$ cat src/rtl/instr_encoder_pkg.sv
// instr_encoder_pkg: shared formats, RV32I opcodes, field widths and immediate-fit helper
package instr_encoder_pkg;

   localparam int INSTR_W = 32;
   localparam int OPC_W   = 7;
   localparam int REG_W   = 5;
   localparam int F3_W    = 3;
   localparam int F7_W    = 7;
   localparam int FMT_W   = 3;

   typedef enum logic [FMT_W-1:0] {
      FMT_R = 3'd0,
      FMT_I = 3'd1,
      FMT_S = 3'd2,
      FMT_B = 3'd3,
      FMT_U = 3'd4,
      FMT_J = 3'd5
   } instr_fmt_e;

   localparam logic [OPC_W-1:0] OP_IMM = 7'b0010011;
   localparam logic [OPC_W-1:0] LOAD   = 7'b0000011;
   localparam logic [OPC_W-1:0] JALR   = 7'b1100111;
   localparam logic [OPC_W-1:0] STORE  = 7'b0100011;
   localparam logic [OPC_W-1:0] BRANCH = 7'b1100011;
   localparam logic [OPC_W-1:0] LUI    = 7'b0110111;
   localparam logic [OPC_W-1:0] AUIPC  = 7'b0010111;
   localparam logic [OPC_W-1:0] JAL    = 7'b1101111;
   localparam logic [OPC_W-1:0] OP     = 7'b0110011;

   // True when imm[31:msb] are all equal, i.e. the value is a sign extension from bit msb
   function automatic logic sext_fits(input logic [INSTR_W-1:0] imm, input int unsigned msb);
      logic [INSTR_W-1:0] s;
      s = INSTR_W'($signed(imm) >>> msb);
      return (s == '0) || (s == '1);
   endfunction

endpackage

$ cat src/rtl/instr_encoder_field_pack.sv
// instr_field_pack: combinational RV32I field packer with optional immediate representability check
module instr_field_pack
   import instr_encoder_pkg::*;
#(
   parameter bit RANGE_CHECK = 1'b0
) (
   input  logic [FMT_W-1:0]   fmt,
   input  logic [OPC_W-1:0]   opcode,
   input  logic [REG_W-1:0]   rd,
   input  logic [REG_W-1:0]   rs1,
   input  logic [REG_W-1:0]   rs2,
   input  logic [F3_W-1:0]    funct3,
   input  logic [F7_W-1:0]    funct7,
   input  logic [INSTR_W-1:0] imm,
   output logic [INSTR_W-1:0] instr,
   output logic               err
);

   logic illegal;
   logic rng_err;

   assign illegal = fmt > FMT_J;

   // Scatter fields into the format's layout; illegal formats pack an all-zero word
   always_comb begin
      instr = '0;
      case (fmt)
         FMT_R:   instr = {funct7, rs2, rs1, funct3, rd, opcode};
         FMT_I:   instr = {imm[11:0], rs1, funct3, rd, opcode};
         FMT_S:   instr = {imm[11:5], rs2, rs1, funct3, imm[4:0], opcode};
         FMT_B:   instr = {imm[12], imm[10:5], rs2, rs1, funct3, imm[4:1], imm[11], opcode};
         FMT_U:   instr = {imm[31:12], rd, opcode};
         FMT_J:   instr = {imm[20], imm[10:1], imm[11], imm[19:12], rd, opcode};
         default: instr = '0;
      endcase
   end

   generate
      if (RANGE_CHECK) begin : g_rng
         // Flag immediates whose dropped bits would change the decoded value
         always_comb begin
            rng_err = 1'b0;
            case (fmt)
               FMT_I, FMT_S: rng_err = !sext_fits(imm, 11);
               FMT_B:        rng_err = !sext_fits(imm, 12) | imm[0];
               FMT_U:        rng_err = |imm[11:0];
               FMT_J:        rng_err = !sext_fits(imm, 20) | imm[0];
               default:      rng_err = 1'b0;
            endcase
         end
      end else begin : g_no_rng
         assign rng_err = 1'b0;
      end
   endgenerate

   assign err = illegal | rng_err;

endmodule

$ cat src/rtl/instr_encoder.sv
// instr_encoder: pipelined RV32I instruction encoder with valid/ready on both sides; IMM_RANGE_CHECK_EN enables immediate range errors
module instr_encoder
   import instr_encoder_pkg::*;
#(
   parameter int ERR_CNT_W = 16
) (
   input  logic                 clk,
   input  logic                 rst_n,
   input  logic                 in_valid,
   output logic                 in_ready,
   input  logic [FMT_W-1:0]     in_fmt,
   input  logic [OPC_W-1:0]     in_opcode,
   input  logic [REG_W-1:0]     in_rd,
   input  logic [REG_W-1:0]     in_rs1,
   input  logic [REG_W-1:0]     in_rs2,
   input  logic [F3_W-1:0]      in_funct3,
   input  logic [F7_W-1:0]      in_funct7,
   input  logic [INSTR_W-1:0]   in_imm,
   output logic                 out_valid,
   input  logic                 out_ready,
   output logic [INSTR_W-1:0]   out_instr,
   output logic                 out_err,
   output logic [ERR_CNT_W-1:0] err_count
);

`ifdef IMM_RANGE_CHECK_EN
   localparam bit RANGE_CHECK = 1'b1;
`else
   localparam bit RANGE_CHECK = 1'b0;
`endif

   logic [INSTR_W-1:0] pack_instr;
   logic               pack_err;
   logic               in_hs;

   instr_field_pack #(.RANGE_CHECK(RANGE_CHECK)) u_pack (
      .fmt    (in_fmt),
      .opcode (in_opcode),
      .rd     (in_rd),
      .rs1    (in_rs1),
      .rs2    (in_rs2),
      .funct3 (in_funct3),
      .funct7 (in_funct7),
      .imm    (in_imm),
      .instr  (pack_instr),
      .err    (pack_err)
   );

   assign in_ready = !out_valid | out_ready;
   assign in_hs    = in_valid & in_ready;

   // Output stage: load on input handshake, drop valid on drain, hold while stalled
   always_ff @(posedge clk or negedge rst_n) begin
      if (!rst_n) begin
         out_valid <= 1'b0;
         out_instr <= '0;
         out_err   <= 1'b0;
      end else begin
         if (in_ready) out_valid <= in_valid;
         if (in_hs) begin
            out_instr <= pack_instr;
            out_err   <= pack_err;
         end
      end
   end

   // Saturating count of accepted requests that carry an error
   always_ff @(posedge clk or negedge rst_n) begin
      if (!rst_n) err_count <= '0;
      else if (in_hs && pack_err && !(&err_count)) err_count <= err_count + ERR_CNT_W'(1);
   end

endmodule

$ cat config.mk
export PLATFORM = sky130hd
export DESIGN_NAME = instr_encoder
export DESIGN_NICKNAME = d
export VERILOG_FILES = /design/src/rtl/instr_encoder_pkg.sv /design/src/rtl/instr_encoder_field_pack.sv /design/src/rtl/instr_encoder.sv
export SDC_FILE = /design/constraint.sdc
export NUM_CORES = 1
export LEC_CHECK = 0
export BUFFER_PORTS_ARGS = -buffer_cell sky130_fd_sc_hd__buf_2
export CAP_MARGIN = 0
export CORE_MARGIN = 5
export CORE_UTILIZATION = 46
export DETAILED_ROUTE_END_ITERATION = 12
export HOLD_SLACK_MARGIN = 0.05
export PLACE_DENSITY = 0.77
export SYNTH_ARGS = -nofsm -noshare
export SYNTH_HDL_FRONTEND = slang
export SYNTH_SLANG_ARGS = --single-unit
$ cat constraint.sdc
create_clock -name clk -period 1.8 [get_ports clk]
set_input_delay 0.36 -clock clk [delete_from_list [all_inputs] [get_ports clk]]
set_output_delay 0.36 -clock clk [all_outputs]
set_load 0.03 [all_outputs]
==> results of run 1 <==
state kept, by name, summed over array words and instances (netlist names):
name	count
out_err	1
err_count	16
out_valid	1
out_instr	32
timing repair:
item | CTS | global route
setup endpoints to repair | 0 | 1
hold buffers | 1 | 0
resized for setup | 0 | 2
setup buffers | 0 | 2
endpoints found under the hold margin | 13 | 0
worst paths after layout:
kind / end / slack [ns] / cells after the start
max: err_count[1] / 0.07 / 6
min reg2reg: out_instr[25] / 0.48 / 2
max in group asynchronous: out_instr[4] / 0.99 / 3
min: out_instr[5] / 0.31 / 3
max reg2reg: err_count[1] / 0.07 / 6
min in group asynchronous: err_count[7] / 0.58 / 3
Yosys cell counts, types with 2 or more instances:
cell	n	area share, %
dfrtp_1	50	49
nand2_1	44	6.4
o21ai_0	33	6.4
xor2_1	15	5.1
a21oi_1	14	2.7
a22oi_1	14	4.1
nor2b_1	12	2.9
clkbuf_1	10	1.5
mux2_2	9	4.0
nor3_1	8	1.6
nor2_1	7	1.0
buf_2	6	1.2
mux2i_1	6	2.3
a221oi_1	5	1.7
nand4_1	5	1.2
nor4_1	4	0.98
inv_1	3	0.44
nor4b_1	3	1.0
a32oi_1	2	0.68
nand2b_1	2	0.49
nand3_1	2	0.39
power by group:
| part | internal, mW | switching [mW] | total [mW] | leakage [nW] |
|---|---|---|---|---|
| logic | 0.355 | 0.646 | 1.00 | 1.11 |
| clock network | 0.416 | 0.352 | 0.768 | 0.0524 |
| registers | 1.28 | 0.127 | 1.41 | 0.636 |
| total | 2.06 | 1.13 | 3.18 | 1.80 |
worst min-delay path, cell delays in order:
cell	delay (ns)
buf_2	0.10
nand2_1	0.04
o21ai_0	0.06
routing by layer:
layer  wire length [um]  vias to the layer above  part of all wire (%)  GRT usage, %
li1                   -                     1205                     -             -
met1               2860                     1129                    42          24.5
met2               3390                       98                    49          32.2
met3                585                        4                   8.5          4.71
met4                 38                        0                  0.55          5.90
met5                  0                        -                     0             0
per-stage QoR:
stage	setup TNS [ns]	cell area [sq um]	hold WS [ns]
after global placement	0	3310	0.368
final	0	3450	0.306
after detailed placement	0	3310	0.369
after CTS	0	3430	0.292
after global routing	-0.00464	3450	0.301
after floorplan	0	2570	0.0644
cell families (layout without fill, tap and decap cells):
group,count (synthesis),count (layout)
XOR/XNOR,15,15
adder cells (fa/ha/maj),1,1
AND/OR/NAND/NOR,97,97
multiplexers,15,15
buffers and inverters,19,147
flip-flops,50,50
AO/OA/AOI/OAI,70,70
layout make-up:
class	count	area share, %
clock inverter	1	0.871
inverter	3	0.326
sequential	50	36.3
timing repair buffer	136	21.7
multi-input combinational	198	35.9
tap	72	2.61
clock buffer	7	2.21
==> flow_summary.yaml, run 1 <==
power:
  vdd_drop_max_v: 0.000490
  power_leakage_nw: 1.80
  p_total_mw: 3.18
  p_per_area_mw_per_mm2: 922
routing:
  routed_via_density: 5.22
  routed_wl_mm: 6.87
  antenna_left: 0
  routedWlPerCell_um: 14.7
  drc: 0
  drtIter0Drc: 94
  first_pass_iters: 5
  vias: 2436
timing:
  clock.fmax_mhz: 579
  relSlewSlack_pct: 54.8
  hold_viol: 0
  setup_viol: 0
  tightest_slew_ns: 0.676
  fin_crit_ns: 1.73
  final_max_slew_viol_count: 0
  period_share_pct: 96.0
  layout_setup_ws_ns: 0.0725
  fin_skew_ns: 0.00692
logic_synthesis:
  synth.area.mux_share_pct: 6.29
  yosys_warnings: 0
  avgSynthCellArea_sq_um: 9.61
  synth_seq_cells: 50
  async_flop_share_pct: 100
  synthXorXnorAreaFrac_pct: 5.12
  synth_compound_gate_area_share_pct: 16.2
  synth_enable_flop_cells: 0
  seq_area_frac_synth_pct: 48.8
  synth_fa_ha_area_share_pct: 0.488
  synth_cell_types: 34
  synthesis.nets: 339
  syn_area_sq_mm: 0.00256
  synth_top_family_by_area: "simple AND/OR/NAND/NOR gates"
  synth_cells: 267
  synth_ff_type: "dfrtp_1"
  yosys.area_share.simple_pct: 20.0
clock_tree:
  htreeDepth: 2
  numCtsBuffers: 5
  cts.sinks: 50
  insertion_delay_ns: 0.29
  cts_tree: "yes"
  clockBufferDepth: 2
  path_clk_slew_ns: 0.09
  root_buffer: "clkbuf_8"
critical_path:
  startpoint: "err_count[0]"
  worst-path-buf-inv: 1
  criticalPathCategory: "reg -> reg"
  required_ns: 1.99
  crit_path_cell_trace: "ha_2 > nand4_4 > nor4_4 > buf_6 > nor2_1 > mux2_2"
  cp.arrival_ns: 1.91
  slowest_stage: "dfrtp_2"
  end_kind: "flip-flop"
  path_max_fanout: 9
  rr_startpoint: "err_count[0]"
  slowest_delay_ns: 0.41
  cpLargestDelayFamily: "simple AND/OR/NAND/NOR gates"
  cp-start-kind: "flip-flop"
grt:
  grt_pass1_vias: 2447
  track_usage_pct: 19.2
  grt_overflow_total: 0
  grt_pass1_wl_mm: 11.2
  grt_max_degree: 51
  grt_antenna_before_repair: 0
final_layout:
  most-common-layout-cells: "121 x buf_2, 49 x dfrtp_1, 43 x nand2_1"
  syn_to_final_growth_pct: 34.5
  fin_nets: 466
  fillers: 478
  final_util_pct: 63.0
  regArea_sq_mm: 0.00125
  layout.cells.non_filler: 467
  final_layout_size_suffix_gt1_share_pct: 40.0
  final_common_cell: "buf_2"
  diodes: 0
  multi_input_area_sq_mm: 0.00124
place:
  place.gp.congestion: 0.902
  dp.cells: 456
  portBuffers: 121
  dp.final_hpwl_mm: 5.35
  place_ws_ns: 0.0694
floorplan:
  fp.dieH_um: 84.7
  die_w_um: 84.7
  rows: 27
  coreArea_sq_mm: 0.00547
  die-area_sq_mm: 0.00717
  start_util_pct: 46.9
  io_pins: 122
hold_path:
  hp-start: "in_opcode[5]"
  hold_path.class: "in -> reg"
status:
  status: "complete, no violations"
run:
  maxCapViolCount: 0
Power figures use the tool's default switching activity.
==> run 2, diff against run 1 <==
- CORE_UTILIZATION: 46 -> 40
- PLACE_DENSITY: 0.77 -> 0.69
==> run 2 against run 1 <==
Effect of this change: worst setup slack worse by 0.028 ns; largest power group unchanged; critical path depth stayed put; wire length is 5.4% higher.
==> flow_summary.yaml, run 2 (synthesized netlist as in run 1, its figures left out) <==
place:
  place.gp.congestion: 0.844
  place_ws_ns: -0.0919
  portBuffers: 121
  dp.final_hpwl_mm: 5.62
power:
  power_leakage_nw: 1.81
  vdd_drop_max_v: 0.000513
  p_per_area_mw_per_mm2: 918
  p_total_mw: 3.19
timing:
  hold_viol: 0
  relSlewSlack_pct: 31.2
  tightest_slew_ns: 1.03
  fin_skew_ns: 0.00487
  clock.fmax_mhz: 570
  final_max_slew_viol_count: 0
  fin_crit_ns: 1.76
  setup_viol: 0
  layout_setup_ws_ns: 0.0442
  hold_ws_ns: 0.287
  period_share_pct: 97.5
routing:
  vias: 2484
  routed_via_density: 5.25
  first_pass_iters: 5
  drc: 0
  routedWlPerCell_um: 15.3
  drtIter0Drc: 111
  routed_wl_mm: 7.24
  antenna_left: 0
final_layout:
  fin_nets: 467
  top_register: "out_instr"
  final_util_pct: 55.4
  fillers: 577
  diodes: 0
  largest_reg_flops: 32
  final_common_cell: "buf_2"
  syn_to_final_growth_pct: 35.6
  final_layout_size_suffix_gt1_share_pct: 41.2
  most-common-layout-cells: "121 x buf_2, 49 x dfrtp_1, 43 x nand2_1"
  reg_top3: "out_instr x32, err_count x16"
floorplan:
  die-area_sq_mm: 0.00811
  die_w_um: 90.1
  io_pins: 122
  start_util_pct: 40.9
  rows: 29
  coreArea_sq_mm: 0.00628
  fp.dieH_um: 90.1
grt:
  busiest_layer: "met2"
  gr-usage-met1_pct: 23.8
  grt_pass1_wl_mm: 12.4
  grt_pass1_vias: 2560
  grt_max_degree: 51
  track_usage_pct: 18.1
  grtUsageMet3_pct: 5.68
  grt_overflow_total: 0
  met2_usage_pct: 29.3
  grt_antenna_before_repair: 0
critical_path:
  cp-start-kind: "flip-flop"
  slowest_delay_ns: 0.41
  path_max_fanout: 6
  required_ns: 1.99
  criticalPathCategory: "reg -> reg"
  slowest_stage: "dfrtp_1"
  end_kind: "flip-flop"
  crit_path_cell_trace: "ha_2 > nand4_4 > nor4_4 > buf_4 > nor2_1 > mux2_2"
  cp.arrival_ns: 1.95
status:
  status: "complete, no violations"
hold_path:
  hold_path.class: "in -> reg"
clock_tree:
  path_clk_slew_ns: 0.10
  insertion_delay_ns: 0.30
  root_buffer: "clkbuf_8"
  cts_tree: "yes"
  clockBufferDepth: 2
  numCtsBuffers: 5
  cts.sinks: 50
  htreeDepth: 2
run:
  maxCapViolCount: 0
[run 2: cell types whose count changed in the layout (fill, tap and decap cells not counted)]
cell	before	now
buf_4	11	13
buf_6	1	0
clkbuf_1	2	0
clkinv_2	0	1
inv_6	0	1
nor3_1	8	7
nor3_2	0	1
nor4_1	4	3
nor4_2	0	1
[run 2: layout make-up]
cell class                      instances  area (sq um)  share of cell area [%]
Inverter                                3          11.3                   0.324
Timing Repair Buffer                  137           753                    21.7
Clock inverter                          3          43.8                    1.26
Multi-Input combinational cell        198          1250                    36.0
Tap cell                               77          96.3                    2.77
Clock buffer                            5          68.8                    1.98
Sequential cell                        50          1250                    36.0
[run 2: timing repair]
item,in CTS,in global routing
endpoints found under the hold margin,31,0
setup endpoints to repair,0,5
gates resized for setup,0,3
setup buffers,0,2
hold buffers,1,0
[run 2: critical path, delay by kind of cell (launching register included)]
| kind | cells | cell delay [ns] |
|---|---|---|
| buffers and inverters | 1 | 0.19 |
| AND/OR/NAND/NOR | 3 | 0.54 |
| multiplexers | 1 | 0.28 |
| flip-flops | 1 | 0.41 |
| adder cells (fa/ha/maj) | 1 | 0.24 |
[run 2: metal layers]
metal  vias to the layer above  part of all wire (%)
met1                      1168                    43
li1                       1205                     -
met3                         8                   8.0
met4                         0                  0.62
met2                       103                    48
met5                         -                     0
[run 2: where the power goes]
group / switching, mW / leakage, nW / internal (mW)
Combinational: 0.632 / 1.12 / 0.340
Clock: 0.380 / 0.0585 / 0.417
Sequential: 0.138 / 0.636 / 1.28
[run 2: worst paths after layout]
| check | from | end | slack [ns] | depth (start not counted) |
|---|---|---|---|---|
| setup / recovery | err_count[1] | err_count[1] | 0.04 | 6 |
| hold / removal | in_opcode[1] | out_instr[1] | 0.29 | 3 |
| setup reg to reg | err_count[1] | err_count[1] | 0.04 | 6 |
| hold reg to reg | out_instr[12] | out_instr[12] | 0.48 | 2 |
| max in group asynchronous | rst_n | err_count[0] | 0.98 | 3 |
| min in group asynchronous | rst_n | err_count[3] | 0.56 | 3 |
[run 2: per-stage QoR]
| step | cells | setup TNS, ns | cell area, sq um |
|---|---|---|---|
| finish | 473 | 0 | 3480 |
| global route | 473 | -0.113 | 3480 |
| CTS | 471 | 0 | 3450 |
| detailed placement | 462 | -0.369 | 3330 |
| global placement | 462 | -0.111 | 3330 |
| floorplan | 267 | 0 | 2570 |
